<file path="config.mk">
export PLATFORM = sky130hd
export DESIGN_NAME = fetch_sequencer
export DESIGN_NICKNAME = d
export VERILOG_FILES = /design/src/rtl/fetch_seq_pkg.sv /design/src/rtl/branch_cond_eval.sv /design/src/rtl/fetch_sequencer.sv
export SDC_FILE = /design/constraint.sdc
export NUM_CORES = 1
export LEC_CHECK = 0
export ABC_AREA = 1
export CAP_MARGIN = 20
export CORE_MARGIN = 2
export CORE_UTILIZATION = 50
export CTS_BUF_LIST = sky130_fd_sc_hd__clkbuf_8
export DETAILED_ROUTE_END_ITERATION = 16
export PLACE_DENSITY = 0.89
export REMOVE_ABC_BUFFERS = 1
export SLEW_MARGIN = 5
export SYNTH_ARGS = -nofsm -noshare
export SYNTH_HDL_FRONTEND = slang
export SYNTH_SLANG_ARGS = --single-unit
</file>
<file path="constraint.sdc">
create_clock -name clk -period 3.6 [get_ports clk]
set_clock_uncertainty 0.1 [all_clocks]
set_input_delay 0.72 -clock clk [delete_from_list [all_inputs] [get_ports clk]]
set_output_delay 0.72 -clock clk [all_outputs]
set_load 0.005 [all_outputs]
</file>
<file path="src/rtl/fetch_seq_pkg.sv">
// ----------------------------------------------------------------------------
// fetch_seq_pkg
//   Shared types and constants for the fetch sequencer.
//   cond_t  : 3-bit branch condition codes as encoded in the instruction.
//   state_t : fetch sequencer FSM states.
//   FLAG_*  : bit positions of Z/V/N inside the 3-bit flag register.
// ----------------------------------------------------------------------------
package fetch_seq_pkg;

  typedef enum logic [2:0] {
    NE     = 3'd0,
    EQ     = 3'd1,
    GT     = 3'd2,
    LT     = 3'd3,
    GE     = 3'd4,
    LE     = 3'd5,
    OV     = 3'd6,
    UNCOND = 3'd7
  } cond_t;

  typedef enum logic [1:0] {
    S_FETCH = 2'd0,
    S_ISSUE = 2'd1,
    S_HALT  = 2'd2
  } state_t;

  localparam int FLAG_Z = 2;
  localparam int FLAG_V = 1;
  localparam int FLAG_N = 0;

endpackage

</file>
<file path="src/rtl/branch_cond_eval.sv">
// ----------------------------------------------------------------------------
// branch_cond_eval
//   Combinational branch condition evaluator.
//   Ports:
//     cond  in  3  condition code (cond_t)
//     flags in  3  flag register {Z,V,N}
//     met   out 1  condition holds for the given flags
// ----------------------------------------------------------------------------
module branch_cond_eval
  import fetch_seq_pkg::*;
(
  input  cond_t      cond,
  input  logic [2:0] flags,
  output logic       met
);

  logic z, v, n;

  assign z = flags[FLAG_Z];
  assign v = flags[FLAG_V];
  assign n = flags[FLAG_N];

  always_comb begin
    met = 1'b0;
    case (cond)
      NE:      met = !z;
      EQ:      met = z;
      GT:      met = !z && !n;
      LT:      met = n;
      GE:      met = z || !n;
      LE:      met = z || n;
      OV:      met = v;
      UNCOND:  met = 1'b1;
      default: met = 1'b0;
    endcase
  end

endmodule

</file>
<file path="src/rtl/fetch_sequencer.sv">
// ----------------------------------------------------------------------------
// fetch_sequencer
//   Owns the PC, the Z/V/N flag register and the instruction fetch handshake.
//   Computes the next PC (sequential, PC-relative branch, or register target)
//   and parks on HLT.
//
//   Handshake: imem_req stays high in S_FETCH until a cycle in which
//   imem_ready is high; imem_rdata is captured in that same cycle. There is
//   no outstanding-request tracking: a response is only accepted in S_FETCH.
//
//   Optional feature macro: FETCH_TIMEOUT_EN
//     defined   -> fetch watchdog; after TIMEOUT_CYC cycles in S_FETCH without
//                  imem_ready, fetch_err is set (sticky) and the FSM halts.
//     undefined -> no watchdog, fetch_err tied 0, S_FETCH waits forever.
//
//   Ports:
//     clk, rst                 clock, asynchronous active-high reset
//     imem_req/addr            fetch request and address (= pc)
//     imem_ready/rdata         fetch response
//     instr, instr_valid       registered instruction to decode
//     stall                    decode stall (holds S_ISSUE)
//     br_valid/is_reg/cond/imm/reg  branch information from decode
//     halt                     HLT from decode
//     flag_we, flag_in         per-bit flag write {Z,V,N}
//     flags                    flag register {Z,V,N}
//     pc                       current PC
//     br_taken                 1-cycle pulse after a redirecting branch
//     halted                   FSM is in S_HALT
//     fetch_err                watchdog fired (sticky)
//     dbg_state                current FSM state
// ----------------------------------------------------------------------------
module fetch_sequencer
  import fetch_seq_pkg::*;
#(
  parameter logic [15:0] RESET_PC    = 16'h0000,
  parameter int          TIMEOUT_CYC = 15
) (
  input  logic        clk,
  input  logic        rst,
  output logic        imem_req,
  output logic [15:0] imem_addr,
  input  logic        imem_ready,
  input  logic [15:0] imem_rdata,
  output logic [15:0] instr,
  output logic        instr_valid,
  input  logic        stall,
  input  logic        br_valid,
  input  logic        br_is_reg,
  input  logic [2:0]  br_cond,
  input  logic [8:0]  br_imm,
  input  logic [15:0] br_reg,
  input  logic        halt,
  input  logic [2:0]  flag_we,
  input  logic [2:0]  flag_in,
  output logic [2:0]  flags,
  output logic [15:0] pc,
  output logic        br_taken,
  output logic        halted,
  output logic        fetch_err,
  output state_t      dbg_state
);

  state_t      state;
  logic [15:0] pc_q;
  logic [15:0] instr_q;
  logic [2:0]  flags_q;
  logic        br_taken_q;

  logic        cond_met;
  logic        met;
  logic [15:0] seq_pc;
  logic [15:0] rel_pc;
  logic [15:0] next_pc;

  // Branches always see the registered flags, never this cycle's write.
  branch_cond_eval u_cond (
    .cond  (cond_t'(br_cond)),
    .flags (flags_q),
    .met   (cond_met)
  );

  assign met     = br_valid && cond_met;
  assign seq_pc  = pc_q + 16'd2;
  // Word offset: sign-extend imm9 and shift left by one.
  assign rel_pc  = seq_pc + {{6{br_imm[8]}}, br_imm, 1'b0};
  assign next_pc = met ? (br_is_reg ? br_reg : rel_pc) : seq_pc;

`ifdef FETCH_TIMEOUT_EN
  logic [3:0] wait_cnt;
  logic       fetch_err_q;
`endif

  always_ff @(posedge clk or posedge rst) begin
    if (rst) begin
      state      <= S_FETCH;
      pc_q       <= RESET_PC;
      instr_q    <= 16'h0000;
      flags_q    <= 3'b000;
      br_taken_q <= 1'b0;
`ifdef FETCH_TIMEOUT_EN
      wait_cnt    <= 4'd0;
      fetch_err_q <= 1'b0;
`endif
    end else begin
      // Flags are writable in every state, bit by bit.
      flags_q    <= (flags_q & ~flag_we) | (flag_in & flag_we);
      br_taken_q <= 1'b0;
      case (state)
        S_FETCH: begin
          if (imem_ready) begin
            instr_q <= imem_rdata;
            state   <= S_ISSUE;
`ifdef FETCH_TIMEOUT_EN
            wait_cnt <= 4'd0;
`endif
          end
`ifdef FETCH_TIMEOUT_EN
          else if (wait_cnt == 4'(TIMEOUT_CYC - 1)) begin
            fetch_err_q <= 1'b1;
            state       <= S_HALT;
          end else begin
            wait_cnt <= wait_cnt + 4'd1;
          end
`endif
        end
        S_ISSUE: begin
          if (!stall) begin
            if (halt) begin
              state <= S_HALT;
            end else begin
              pc_q       <= next_pc;
              br_taken_q <= met;
              state      <= S_FETCH;
`ifdef FETCH_TIMEOUT_EN
              wait_cnt <= 4'd0;
`endif
            end
          end
        end
        S_HALT: state <= S_HALT;
        default: state <= S_FETCH;
      endcase
    end
  end

  // Reset forces state to S_FETCH, so the request is masked while rst is high.
  assign imem_req    = (state == S_FETCH) && !rst;
  assign imem_addr   = pc_q;
  assign instr       = instr_q;
  assign instr_valid = (state == S_ISSUE);
  assign halted      = (state == S_HALT);
  assign flags       = flags_q;
  assign pc          = pc_q;
  assign br_taken    = br_taken_q;
  assign dbg_state   = state;

`ifdef FETCH_TIMEOUT_EN
  assign fetch_err = fetch_err_q;
`else
  assign fetch_err = 1'b0;
`endif

endmodule

</file>
==> results.txt <==
- Startpoint of the most critical hold path: instr[6]$_DFFE_PP0P_
- H-tree depth: 2
- At the later pin of the worst-skew pair, clock insertion delay measures 300 ps.
* RSZ-0062 raised after global routing: no
- Using the TritonRoute via totals, the vias-per-cell ratio works out to around 5.4.
* Hold Vio Cnt, Final: 0
- Number of clock sinks: 38
- In this design, the stage delay of the slowest critical-path cell is 490 ps.
- In this run the cell area of the synthesized design comes to 3140 µm².
- The worst register-to-register path begins at imem_addr[1]$_DFFE_PP0P_.
* Endpoint, Worst Hold: instr[6]$_DFFE_PP0P_
- Pwr/cell area: 276 nW/µm²
* Headroom to the max-slew limit: 52.9%
- Final WL: 8.95 mm
- The worst setup path is captured at a flip-flop.
- Number of pins with negative max-slew slack in the final report: 0
* Drt wl/cell: 14.9 µm
* Global route overflow: 0
- Status: complete, no violations
* Average instance area after synthesis: 7.31 µm²
* HPWL reported at the end of detailed placement: 6.97 mm
- DRC viols: 0
- The congestion estimate from routability-driven global placement came to just over 0.9.
- Post_cts resized: 0
- Endpoint of the lowest-slack register-to-register path: imem_addr[15]$_DFFE_PP0P_
- Worst Setup Start Kind: flip-flop
* Ys async rst share: 100%
* Static Leak: roughly 0.0021 µW
- In this run the biggest area consumer among cell types represents 30.3% of the synthesized area.
- Number of port buffers: 113
- The die covers roughly 6900 µm².
* Area of the core: 5990 µm²
- Global-route wire length before repair: ~15 mm
- Summing all placed instances gives a cell area of 4200 µm².
* Count of flip-flops with a built-in enable after synthesis: 0
* Starting density of the core: 52.4%
- Based on the critical path, the design can be clocked at up to about 340 MHz.
* Worst R2R Path Depth: 18
- Slowest cell on crit path: dfrtp_1
* Final critical-path share of the clock period: around four fifths
* Post-route setup slack: roughly 670 ps
- Pin placement for this block handled approximately 120 I/O pins.
- The synthesized design spends more area on one cell type than any other, namely dfrtp_1.
* Worst reg2reg setup slack: around 670 ps
- Cell area after layout: 4320 µm²
- Maximum vdd ir drop: 0.337 mV
* Pin count of the biggest net entering global routing: 39
- The number of setup buffers added after CTS is 0.
* Number of warnings issued by yosys: 0
- Most frequent cells in the layout: 121 x nand2_1, 113 x clkdlybuf4s50_1, 50 x inv_1
- Most frequent cell on the critical path: nand2_1
* Critical path cell sequence: ha_1 -> nand2_1 -> nor2_1 -> nand2_1 -> nor3_2 -> xor2_1 -> inv_1 -> ha_1 -> nand2_1 -> nor2_1 -> nand2_1 -> inv_1 -> nand2_1 -> nand2_1 -> nand3_1 -> nand3_1 -> nand2_1 -> a21oi_1
* Initial antenna violation count: 0
- Counting instances, the worst hold path has a depth of 1.
* Clock transition at path regs: around 80 ps
- The repair_antennas step left the layout with diodes totalling 0.
- The first detailed-routing pass ran for 4 iterations.
- The net count of the finished layout is roughly 600.
* Clock tree from TritonCTS: built
- Critical Path Fanout Max: 7
- Minimum period implied by the final worst setup slack: 2930 ps
- The detailed router finished its first iteration with 195 violations.
* Critical path type: flip-flop to flip-flop
- Across the run, the number of max-cap violations was 0.
- Post-Place Setup Slack: 661 ps
- The min-delay analysis places its worst path in the category flip-flop to flip-flop.
- Top post-synthesis cells by area: dfrtp_1 30%, nand2_1 14%, ha_1 7.6%
* Post-CTS Hold Buffers: 0
- Row generation in the floorplan step produced 28 rows.
- Gate count of the mapped netlist: 429
- Number of unique standard cell types used by synthesis: 36
* Number of flip-flops and latches in the synthesized netlist: 38
* Number of global-route vias before repair: 3323
- Setup violations remaining at the end of the flow were counted as 0.
- Measured along the y axis, the die boundary spans around 83 µm.
* Overall fraction of global-route tracks in use: between 20% and 30%
- The post-route netlist has 9.68% of its cells at a drive strength greater than 1.
- Clock Path Buffers: 2
- Clock buffer count from CTS: 5
- Crit path arrival time: 3050 ps
* Most common library cell in the layout ignoring fill and taps: nand2_1
* Worst Max-Slew Pin Slew: between 700 and 800 ps
- Sequential cells were found to cover between 30% and 40% of the synthesized design area.
- Post-synthesis to final-layout area growth: 37.5%
- STA puts the critical path data required time at 3720 ps.
- In the synthesized netlist the dominant register cell turns out to be dfrtp_1.
- The most critical setup path has its startpoint at imem_addr[1]$_DFFE_PP0P_.
- The tree is rooted in a clkbuf_8.
- Count of vias placed by the detailed router: 3234
- Measured along the x axis, the die boundary spans 83.2 µm.
- Antenna-violating nets left: 0
* Sum Neg Setup Slack: 0 ps
worst max-delay path, delay by kind of cell, from the launching register on:
| kind | cells | cell delay (ps) |
|---|---|---|
| buffers and inverters | 2 | 160 |
| AO/OA/AOI/OAI | 1 | 140 |
| adder cells (fa/ha/maj) | 2 | 560 |
| XOR/XNOR | 1 | 200 |
| AND/OR/NAND/NOR | 12 | 1190 |
| flip-flops | 1 | 490 |
how the worst max path moves through the flow:
| stage | endpoint | slack, ps |
|---|---|---|
| 3_3_place_gp | imem_addr[15]$_DFFE_PP0P_ | 670 |
| 4_1_cts | imem_addr[15]$_DFFE_PP0P_ | 720 |
| 3_5_place_dp | imem_addr[15]$_DFFE_PP0P_ | 660 |
| 5_1_grt | imem_addr[15]$_DFFE_PP0P_ | 410 |
| 6_report | imem_addr[15]$_DFFE_PP0P_ | 670 |
| 2_1_floorplan | imem_addr[15]$_DFFE_PP0P_ | 1100 |
per-layer routing:
layer / wire, µm / vias up / GRT usage (%)
li1: - / 1564 / -
met1: 3460 / 1478 / 30.4
met2: 4420 / 159 / 47.1
met3: 734 / 33 / 6.36
met4: 333 / 0 / 10.3
met5: 0 / - / 0
synthesized netlist by cell type, types with 2 or more instances:
library cell / count
or2_2: 5
dfrtp_1: 38
nor2_2: 3
nand2_1: 121
a21oi_1: 29
nand3_1: 24
xor2_1: 8
nand3_2: 5
buf_6: 2
nand3b_1: 2
mux2_2: 17
a21o_1: 2
o21ai_0: 13
inv_1: 50
nand2_2: 2
o21ai_1: 4
buf_2: 3
nor2_1: 28
nor3_1: 3
ha_1: 19
buf_4: 18
xnor2_1: 6
nand4_1: 10
nor3_2: 2
clkbuf_1: 2
nor2_4: 2
o21bai_1: 2
registers in the layout, summed over array words and instances (netlist names), named ones only:
signal	cells
imem_addr	16
instr	16
dbg_state	2
br_taken	1
power breakdown:
group	total, µW	internal (µW)	leakage (µW)	switching [µW]
registers	463	439	0.000492	23.6
clock network	373	206	0.0000504	167
logic	354	175	0.00158	179
total	1190	820	0.00213	370
through the flow:
stage	utilization [%]	hold WS (ps)	power, µW	cells
3_3_place_gp	70.1	387	810	594
3_5_place_dp	70.1	395	821	594
2_1_floorplan	-	404	651	403
5_1_grt	72.0	423	1260	602
6_report	72.0	410	1190	602
4_1_cts	72.0	411	1190	602
logic make-up after synthesis:
kind of cell | share of synthesized area (%)
simple gates | 30.6
flops | 30.3
compound gates | 8.77
xor+xnor | 3.91
other cells | 0.120
buf+inv | 12.0
mux | 6.10
fa+ha+maj | 8.21
final cells by class:
cell class | instances | area (µm²)
Sequential cell | 38 | 951
Multi-Input combinational cell | 314 | 1810
Inverter | 51 | 191
Timing Repair Buffer | 116 | 1150
Fill cell | 470 | 1680
Tap cell | 75 | 93.8
Clock buffer | 5 | 68.8
Clock inverter | 3 | 45.0
Note: power is estimated with default switching activity, not from simulation.
